**src/rtl/dither_scan_controller.sv**
```systemverilog
// Raster timing and configuration controller for the VGA dithering path.
// Frame-synchronous config apply, PIPE_LAT-delayed active-low syncs.
module dither_scan_controller #(
  parameter int H_VISIBLE = 640,
  parameter int H_FRONT   = 16,
  parameter int H_SYNC    = 96,
  parameter int H_BACK    = 48,
  parameter int V_VISIBLE = 480,
  parameter int V_FRONT   = 10,
  parameter int V_SYNC    = 2,
  parameter int V_BACK    = 33,
  parameter int PIPE_LAT  = 1,
  parameter logic [3:0] THRESHOLD_DEFAULT = 4'd4
) (
  input  logic       clk,
  input  logic       rst,
  input  logic       pix_en,
  input  logic       cfg_valid,
  input  logic       cfg_dither_en,
  input  logic [3:0] cfg_threshold,
  output logic       cfg_ready,
  output logic [9:0] hcount,
  output logic [9:0] vcount,
  output logic       visible,
  output logic       frame_start,
  output logic       dither_en,
  output logic [3:0] threshold,
  output logic       hsync,
  output logic       vsync
);

  localparam int H_TOTAL =
    H_VISIBLE + H_FRONT + H_SYNC + H_BACK;
  localparam int V_TOTAL =
    V_VISIBLE + V_FRONT + V_SYNC + V_BACK;

  localparam logic [9:0] H_LAST = 10'(H_TOTAL - 1);
  localparam logic [9:0] V_LAST = 10'(V_TOTAL - 1);
  localparam logic [9:0] H_VIS  = 10'(H_VISIBLE);
  localparam logic [9:0] V_VIS  = 10'(V_VISIBLE);
  localparam logic [9:0] HS_LO  = 10'(H_VISIBLE + H_FRONT);
  localparam logic [9:0] HS_HI  =
    10'(H_VISIBLE + H_FRONT + H_SYNC - 1);
  localparam logic [9:0] VS_LO  = 10'(V_VISIBLE + V_FRONT);
  localparam logic [9:0] VS_HI  =
    10'(V_VISIBLE + V_FRONT + V_SYNC - 1);

  localparam logic [0:0] IDLE    = 1'b0;
  localparam logic [0:0] PENDING = 1'b1;

  logic [0:0] state;
  logic       sh_en;
  logic [3:0] sh_th;
  logic       hs_raw;
  logic       vs_raw;
  logic       h_last;
  logic       v_last;
  logic       wrap;
  logic [9:0] h_nxt;
  logic [9:0] v_nxt;

  assign h_last = (hcount == H_LAST);
  assign v_last = (vcount == V_LAST);
  assign wrap   = pix_en && h_last && v_last;

  // next-state raster position
  always_comb begin
    h_nxt = hcount + 10'd1;
    v_nxt = vcount;
    if (h_last) begin
      h_nxt = '0;
      v_nxt = v_last ? '0 : vcount + 10'd1;
    end
  end

  // raster counters, window and raw syncs, aligned to counters
  always_ff @(posedge clk or negedge rst) begin
    if (!rst) begin
      hcount      <= '0;
      vcount      <= '0;
      visible     <= 1'b0;
      hs_raw      <= 1'b1;
      vs_raw      <= 1'b1;
      frame_start <= 1'b0;
    end else begin
      frame_start <= wrap;
      if (pix_en) begin
        hcount  <= h_nxt;
        vcount  <= v_nxt;
        visible <= (h_nxt < H_VIS) && (v_nxt < V_VIS);
        hs_raw  <= !((h_nxt >= HS_LO) && (h_nxt <= HS_HI));
        vs_raw  <= !((v_nxt >= VS_LO) && (v_nxt <= VS_HI));
      end
    end
  end

  // config handshake: capture in IDLE, apply at frame wrap
  always_ff @(posedge clk or negedge rst) begin
    if (!rst) begin
      state     <= IDLE;
      sh_en     <= 1'b1;
      sh_th     <= THRESHOLD_DEFAULT;
      dither_en <= 1'b1;
      threshold <= THRESHOLD_DEFAULT;
    end else if (state == PENDING) begin
      if (wrap) begin
        dither_en <= sh_en;
        threshold <= sh_th;
        state     <= IDLE;
      end
    end else if (cfg_valid) begin
      sh_en <= cfg_dither_en;
      sh_th <= cfg_threshold;
      state <= PENDING;
    end
  end

  assign cfg_ready = (state == IDLE);

  if (PIPE_LAT == 0) begin : g_nopipe
    assign hsync = hs_raw;
    assign vsync = vs_raw;
  end else begin : g_pipe
    logic [PIPE_LAT-1:0] hs_q;
    logic [PIPE_LAT-1:0] vs_q;

    // sync delay line matching the dither datapath latency
    always_ff @(posedge clk or negedge rst) begin
      if (!rst) begin
        hs_q <= '1;
        vs_q <= '1;
      end else if (pix_en) begin
        hs_q[0] <= hs_raw;
        vs_q[0] <= vs_raw;
        for (int i = 1; i < PIPE_LAT; i++) begin
          hs_q[i] <= hs_q[i-1];
          vs_q[i] <= vs_q[i-1];
        end
      end
    end

    assign hsync = hs_q[PIPE_LAT-1];
    assign vsync = vs_q[PIPE_LAT-1];
  end

endmodule

```
**config.mk**
```make
export PLATFORM = sky130hd
export DESIGN_NAME = dither_scan_controller
export DESIGN_NICKNAME = d
export VERILOG_FILES = /design/src/rtl/dither_scan_controller.sv
export SDC_FILE = /design/constraint.sdc
export NUM_CORES = 1
export LEC_CHECK = 0
export CELL_PAD_IN_SITES_DETAIL_PLACEMENT = 1
export CELL_PAD_IN_SITES_GLOBAL_PLACEMENT = 2
export CORE_MARGIN = 2
export CORE_UTILIZATION = 35
export DETAILED_ROUTE_END_ITERATION = 10
export PLACE_DENSITY = 0.88
export REMOVE_ABC_BUFFERS = 1
export SLEW_MARGIN = 20
export SYNTH_ARGS = -nofsm -noshare
export SYNTH_HDL_FRONTEND = slang
export SYNTH_SLANG_ARGS = --single-unit
```
**constraint.sdc**
```tcl
create_clock -name clk -period 3.4 [get_ports clk]
set_input_delay 0.34 -clock clk [delete_from_list [all_inputs] [get_ports clk]]
set_output_delay 0.34 -clock clk [all_outputs]
set_load 0.1 [all_outputs]
```
==> results.tsv, run 1 <==
metric	value	unit
max-slew violation total from the final report	0	
CTS Root Cell	sky130_fd_sc_hd__clkbuf_8	
highest-count cells in the layout ignoring fill and taps	37 x sky130_fd_sc_hd__clkdlybuf4s50_1, 29 x sky130_fd_sc_hd__dfrtp_1, 15 x sky130_fd_sc_hd__nor2_1, 14 x sky130_fd_sc_hd__nand2_1, 10 x sky130_fd_sc_hd__o21ai_0	
ratio of cells with drive above 1 in the final layout	16.9	%
maximum number of pins on one net before global-route repair	38	
ant diodes	0	
standard cell area after detailed placement	0.00245	mm^2
critical path's top delay family	buffers and inverters	
power per standard cell area	555	mW/mm^2
met3 track utilization from global routing	4.19	%
per-instance average area after synthesis	10.2	um^2
maximum capacitance violations	0	
arrival time at the worst endpoint	2.08	ns
# fillers	640	
initial antenna violation count	0	
vertical extent of the die	79.9	um
Max H-tree Level	2	
Worst Clk Skew	0.00636	ns
area of the mapped netlist	0.00202	mm^2
number of buffers inserted during clock tree synthesis	5	
Bufs and invs on worst path	1	
final worst path period need	2.42	ns
detailed-placement wirelength estimate	3580	um
clock-pin transition on the worst setup and hold timing paths	0.08	ns
final estimated routing congestion in global placement	0.785	
row count	27	
timing-limited maximum frequency	414	MHz
final total negative setup slack	0	ns
overall die area	0.00639	mm^2
routed vias	1636	
delay of the slowest cell on the worst path	1.21	ns
critical path data required time	3.06	ns
Crit. End Element	output port	
leading cell type in the layout, fill and taps excluded	sky130_fd_sc_hd__clkdlybuf4s50_1	
source-to-sink clock delay at the later pin of the worst-skew pair	0.29	ns
CTS Sinks	37	
core region area	0.00554	mm^2
post-DR vias/cell	5.31	
LEAKAGE	1.04	nW
total iterations of the first detailed-routing run	4	
post-CTS sizing	0	
final core utilization	45.8	%
dominant register cell in the synthesized netlist	sky130_fd_sc_hd__dfrtp_1	
worst-path cell chain	clkdlybuf4s50_1	
post-synthesis sequential area ratio	46.4	%
overall power of the completed layout	0.00141	W
status	complete, no violations	
IR Drop Worst-Case VDD	0.000499	V
Initial DRC Count	56	
post-route standard cell area excluding fillers	0.00254	mm^2
Die Span X	79.9	um
TritonCTS clock tree	yes	
category of the critical setup timing path	reg2out	
global routing usage on met2	25.7	%
Post-Synthesis Cells	198	
worst rel slew slack	33.1	%
remaining antenna violation count after routing	0	
worst setup slack for register-to-register paths	1.20	ns
hold violation count in the final report	0	
drt drc	0	
total wire length	4970	um
GRT Util Overall	17.1	%
total of warnings raised by yosys	0	
slack of the critical path	0.983	ns
remaining global-route overflow	0	
starting density of the core	36.4	%
dpl ws	1.19	ns
RSZ-0062 raised after global routing	no	
share of flip-flops with an asynchronous set or reset after synthesis	100	%
EDFF count, synth	0	
Slew @ Worst Pin	1.00	ns
number of buffers on the longest clock path	2	
number of hold buffers added after cts	0	
path category of the worst min-delay check	in2async	
number of global-route vias before repair	1713	
met1 Use GR	24.4	%
busiest metal layer after global routing	met2	
Worst Path Max Fanout	11	
layout overhead on the synthesized area	25.7	%
type of origin of the critical path	register	
first-pass GRT wire length	8540	um
post-CTS setup repair buffer count	0	
I/O pin count	39	
cell with the largest stage delay on the worst path	sky130_fd_sc_hd__clkdlybuf4s50_1	
crit share post-route	71.1	%
number of library cell types mapped by synthesis	48	
count of buffers inserted at the top-level ports	38	
Nets	248	
Routed WL per cell	16.1	um
number of setup violations in the final report	0	
number of flip-flops and latches in the synthesized netlist	37	
==> final timing paths <==
kind	from	to	depth (start not counted)
max	hcount[5]$_DFFE_PN0P_	hcount[5]	1
min	rst	visible$_DFFE_PN0P_	1
max reg2reg	hcount[1]$_DFFE_PN0P_	vs_raw$_DFFE_PN1P_	7
min reg2reg	sh_th[3]$_DFFE_PN0P_	threshold[3]$_DFFE_PN0P_	1
max in group asynchronous	rst	vcount[1]$_DFFE_PN0P_	1
min in group clk	sh_th[3]$_DFFE_PN0P_	threshold[3]$_DFFE_PN0P_	1
==> synthesized netlist by cell type, types with 3 or more instances <==
cell type                   n  area (um^2)
sky130_fd_sc_hd__mux2_4     5         75.1
sky130_fd_sc_hd__o31ai_1    3         22.5
sky130_fd_sc_hd__dfstp_2    8          210
sky130_fd_sc_hd__nand2_1   14         52.6
sky130_fd_sc_hd__ha_1       4         50.1
sky130_fd_sc_hd__nand3_1    8         40.0
sky130_fd_sc_hd__dfrtp_1   29          726
sky130_fd_sc_hd__a31oi_1    6         37.5
sky130_fd_sc_hd__o21ai_0   10         50.1
sky130_fd_sc_hd__and3_1     7         43.8
sky130_fd_sc_hd__inv_1      7         26.3
sky130_fd_sc_hd__xor2_1     3         26.3
sky130_fd_sc_hd__buf_2      6         30.0
sky130_fd_sc_hd__a21oi_1    8         40.0
sky130_fd_sc_hd__clkbuf_1   4         15.0
sky130_fd_sc_hd__xnor2_1    7         61.3
sky130_fd_sc_hd__nor2_1    15         56.3
sky130_fd_sc_hd__o22ai_1    3         18.8
sky130_fd_sc_hd__mux2_2     8         90.1
sky130_fd_sc_hd__nand4_1    6         37.5
==> flip-flops by register name (all words and copies together), names as in the netlist <==
| signal | cells |
|---|---|
| hcount | 10 |
| vcount | 10 |
| sh_th | 4 |
| threshold | 4 |
| dither_en | 1 |
| frame_start | 1 |
| hs_raw | 1 |
| hsync | 1 |
| sh_en | 1 |
| state | 1 |
| visible | 1 |
| vs_raw | 1 |
| vsync | 1 |
==> area by class of cell <==
type	count	area [um^2]	share of cell area [%]
Sequential cell	37	936	36.9
Timing Repair Buffer	40	390	15.4
Clock buffer	6	72.6	2.86
Multi-Input combinational cell	144	1010	39.9
Clock inverter	2	10.0	0.395
Inverter	7	26.3	1.04
Tap cell	72	90.1	3.55
==> kinds of logic (layout without fill, tap and decap cells) <==
group | Yosys count | in the layout | synth area share, %
and+or+nand+nor | 74 | 74 | 21.6
buffers and inverters | 17 | 55 | 3.53
muxes | 14 | 14 | 8.68
adders and majority gates | 4 | 4 | 2.48
AOI/OAI and AO/OA | 42 | 42 | 13.0
DFF | 37 | 37 | 46.4
xor gates and xnor gates | 10 | 10 | 4.34
==> metal layers <==
metal  routed length [um]  up-vias  share of wire, %
met5                    0        -                 0
met4                   57        0               1.1
met3                  162        8               3.3
met2                 2290       26                46
met1                 2460      814                50
li1                     -      788                 -
==> report_power, final <==
part / leakage, nW / switching [W] / internal [W]
logic: 0.548 / 0.000390 / 0.000141
registers: 0.452 / 0.0000874 / 0.000487
clock network: 0.0450 / 0.000160 / 0.000142
total: 1.04 / 0.000638 / 0.000770
==> stage by stage <==
stage	std cells	hold WS [ns]
after global placement	300	0.484
after global routing	308	0.208
after CTS	308	0.182
after floorplan	188	0.0444
after detailed placement	300	0.496
final	308	0.154
(Power assumes the default switching activity.)
==> run 2, diff against run 1 <==
--- a/config.mk
+++ b/config.mk
@@ -8,9 +8,9 @@
 export CELL_PAD_IN_SITES_DETAIL_PLACEMENT = 1
 export CELL_PAD_IN_SITES_GLOBAL_PLACEMENT = 2
 export CORE_MARGIN = 2
-export CORE_UTILIZATION = 35
+export CORE_UTILIZATION = 32
 export DETAILED_ROUTE_END_ITERATION = 10
-export PLACE_DENSITY = 0.88
+export PLACE_DENSITY = 0.81
 export REMOVE_ABC_BUFFERS = 1
 export SLEW_MARGIN = 20
 export SYNTH_ARGS = -nofsm -noshare
==> constraint.sdc (replaced) <==
create_clock -name clk -period 2.23 [get_ports clk]
set_input_delay 0.223 -clock clk [delete_from_list [all_inputs] [get_ports clk]]
set_output_delay 0.223 -clock clk [all_outputs]
set_load 0.1 [all_outputs]
==> run 2 against run 1 <==
Against the previous run: routed wire length increased by 9.3%; sequential power increased by 40%; combinational power increased by 77%; worst hold slack got worse by 0.14 ns; total power increased by 67%; critical endpoint is now vs_raw$_DFFE_PN1P_; clock power increased by 100%; critical path depth increased by 6; sequential share of layout area decreased by 0.75 points; largest cell class unchanged.
==> results.tsv, run 2 (synthesis results as in run 1) <==
metric	value	unit
status	complete, no violations	
max-slew violation total from the final report	0	
Worst R2R End	vs_raw$_DFFE_PN1P_	
dpl ws	0.0951	ns
drt drc	0	
count of buffers inserted at the top-level ports	38	
first-pass GRT wire length	9300	um
Slew @ Worst Pin	0.836	ns
starting density of the core	33.7	%
Worst Clk Skew	0.00164	ns
Placed Cells	314	
type of origin of the critical path	register	
category of the critical setup timing path	reg2reg	
ratio of cells with drive above 1 in the final layout	33.9	%
worst hold slack across all endpoints	0.0167	ns
timing-limited maximum frequency	473	MHz
worst setup slack for register-to-register paths	0.12	ns
remaining global-route overflow	0	
ant diodes	0	
clock-pin transition on the worst setup and hold timing paths	0.08	ns
final core utilization	43.2	%
core region area	0.00599	mm^2
number of buffers on the longest clock path	2	
CTS Root Cell	sky130_fd_sc_hd__clkbuf_8	
hold violation count in the final report	0	
Crit. End Element	register	
initial antenna violation count	0	
highest-count cells in the layout ignoring fill and taps	44 x sky130_fd_sc_hd__buf_4, 29 x sky130_fd_sc_hd__dfrtp_1, 15 x sky130_fd_sc_hd__nor2_1, 14 x sky130_fd_sc_hd__nand2_1, 10 x sky130_fd_sc_hd__o21ai_0	
number of hold buffers added after cts	0	
Crit Reg-Reg Startpoint	hcount[1]$_DFFE_PN0P_	
TritonCTS clock tree	yes	
total iterations of the first detailed-routing run	4	
routed vias	1690	
final cell count without fillers	323	
leading cell type in the layout, fill and taps excluded	sky130_fd_sc_hd__buf_4	
remaining antenna violation count after routing	0	
Nets	260	
number of global-route vias before repair	1745	
final worst path period need	2.11	ns
maximum capacitance violations	0	
# fillers	695	
critical path startpoint	hcount[1]$_DFFE_PN0P_	
worst rel slew slack	44.3	%
IR Drop Worst-Case VDD	0.000726	V
Worst Path Max Fanout	9	
post-DR vias/cell	5.23	
total wire length	5430	um
worst reg-to-reg path cell count	7	
GRT Util Overall	16.5	%
number of setup violations in the final report	0	
vertical extent of the die	83.4	um
final estimated routing congestion in global placement	0.796	
Max H-tree Level	2	
arrival time at the worst endpoint	2.35	ns
power per standard cell area	907	mW/mm^2
maximum number of pins on one net before global-route repair	38	
path category of the worst min-delay check	in2async	
crit share post-route	94.8	%
detailed-placement wirelength estimate	3910	um
I/O pin count	39	
Die Span X	83.4	um
critical path data required time	2.46	ns
row count	28	
Routed WL per cell	16.8	um
layout overhead on the synthesized area	28.3	%
slack of the critical path	0.115	ns
Initial DRC Count	63	
overall die area	0.00696	mm^2
LEAKAGE	1.16	nW
number of buffers inserted during clock tree synthesis	5	
CTS Sinks	37	
Regs by FF count	hcount x10, vcount x10	
source-to-sink clock delay at the later pin of the worst-skew pair	0.30	ns
run 2: worst max path at each step:
stage | endpoint | slack [ns] | depth (start not counted)
after floorplan | vcount[7]$_DFFE_PN0P_ | -0.38 | 6
after global placement | vs_raw$_DFFE_PN1P_ | 0.02 | 6
after detailed placement | vs_raw$_DFFE_PN1P_ | 0.1 | 7
after CTS | vs_raw$_DFFE_PN1P_ | 0.08 | 7
after global routing | visible$_DFFE_PN0P_ | -0.02 | 7
final | vs_raw$_DFFE_PN1P_ | 0.12 | 7
run 2: stage by stage:
stage	area, um^2	TNS [ns]	power, W
3_3_place_gp	2460	0	0.00175
5_1_grt	2590	-0.0162	0.00246
4_1_cts	2580	0	0.00237
3_5_place_dp	2460	0	0.00176
6_report	2590	0	0.00235
2_1_floorplan	1970	-5.75	0.00146
run 2: area by class of cell:
type	instances	area (um^2)	share of cell area (%)
clock buffer	5	68.8	2.66
sequential	37	936	36.2
multi-input combinational	144	1010	39.1
clock inverter	3	46.3	1.79
timing repair buffer	52	405	15.7
tap	75	93.8	3.62
inverter	7	26.3	1.01
run 2: what timing repair did:
action	in CTS	in global routing
buffers inserted	0	1
endpoints found under the hold margin	0	0
setup endpoints to repair	0	3
gates resized for setup	0	1
run 2: critical path: stages (launching register included):
cell and delay [ns]:
sky130_fd_sc_hd__dfrtp_1 0.36, sky130_fd_sc_hd__ha_1 0.20, sky130_fd_sc_hd__and4_1 0.30, sky130_fd_sc_hd__and3b_2 0.33
sky130_fd_sc_hd__nand3_1 0.10, sky130_fd_sc_hd__a2111oi_0 0.49, sky130_fd_sc_hd__a21oi_1 0.09, sky130_fd_sc_hd__o22a_1 0.18
run 2: report_power, final:
group          switching (W)  internal (W)  total (W)
registers          0.0000603      0.000743   0.000803
logic               0.000684      0.000256   0.000940
clock network       0.000271      0.000335   0.000605
run 2: layer usage:
metal  vias to the layer above  global-route usage [%]  routed length [um]
li1                        818                       -                   -
met1                       825                    24.1                2730
met2                        40                    24.9                2470
met3                         7                    2.49                 153
met4                         0                    5.72                  78
met5                         -                       0                   0
==> run 3, diff against run 2 <==
--- a/config.mk
+++ b/config.mk
@@ -12,7 +12,6 @@
 export DETAILED_ROUTE_END_ITERATION = 10
 export PLACE_DENSITY = 0.81
 export REMOVE_ABC_BUFFERS = 1
-export SLEW_MARGIN = 20
 export SYNTH_ARGS = -nofsm -noshare
 export SYNTH_HDL_FRONTEND = slang
 export SYNTH_SLANG_ARGS = --single-unit
==> results of run 3 <==
Final layout, timing and power as in run 2 (identical DEF).
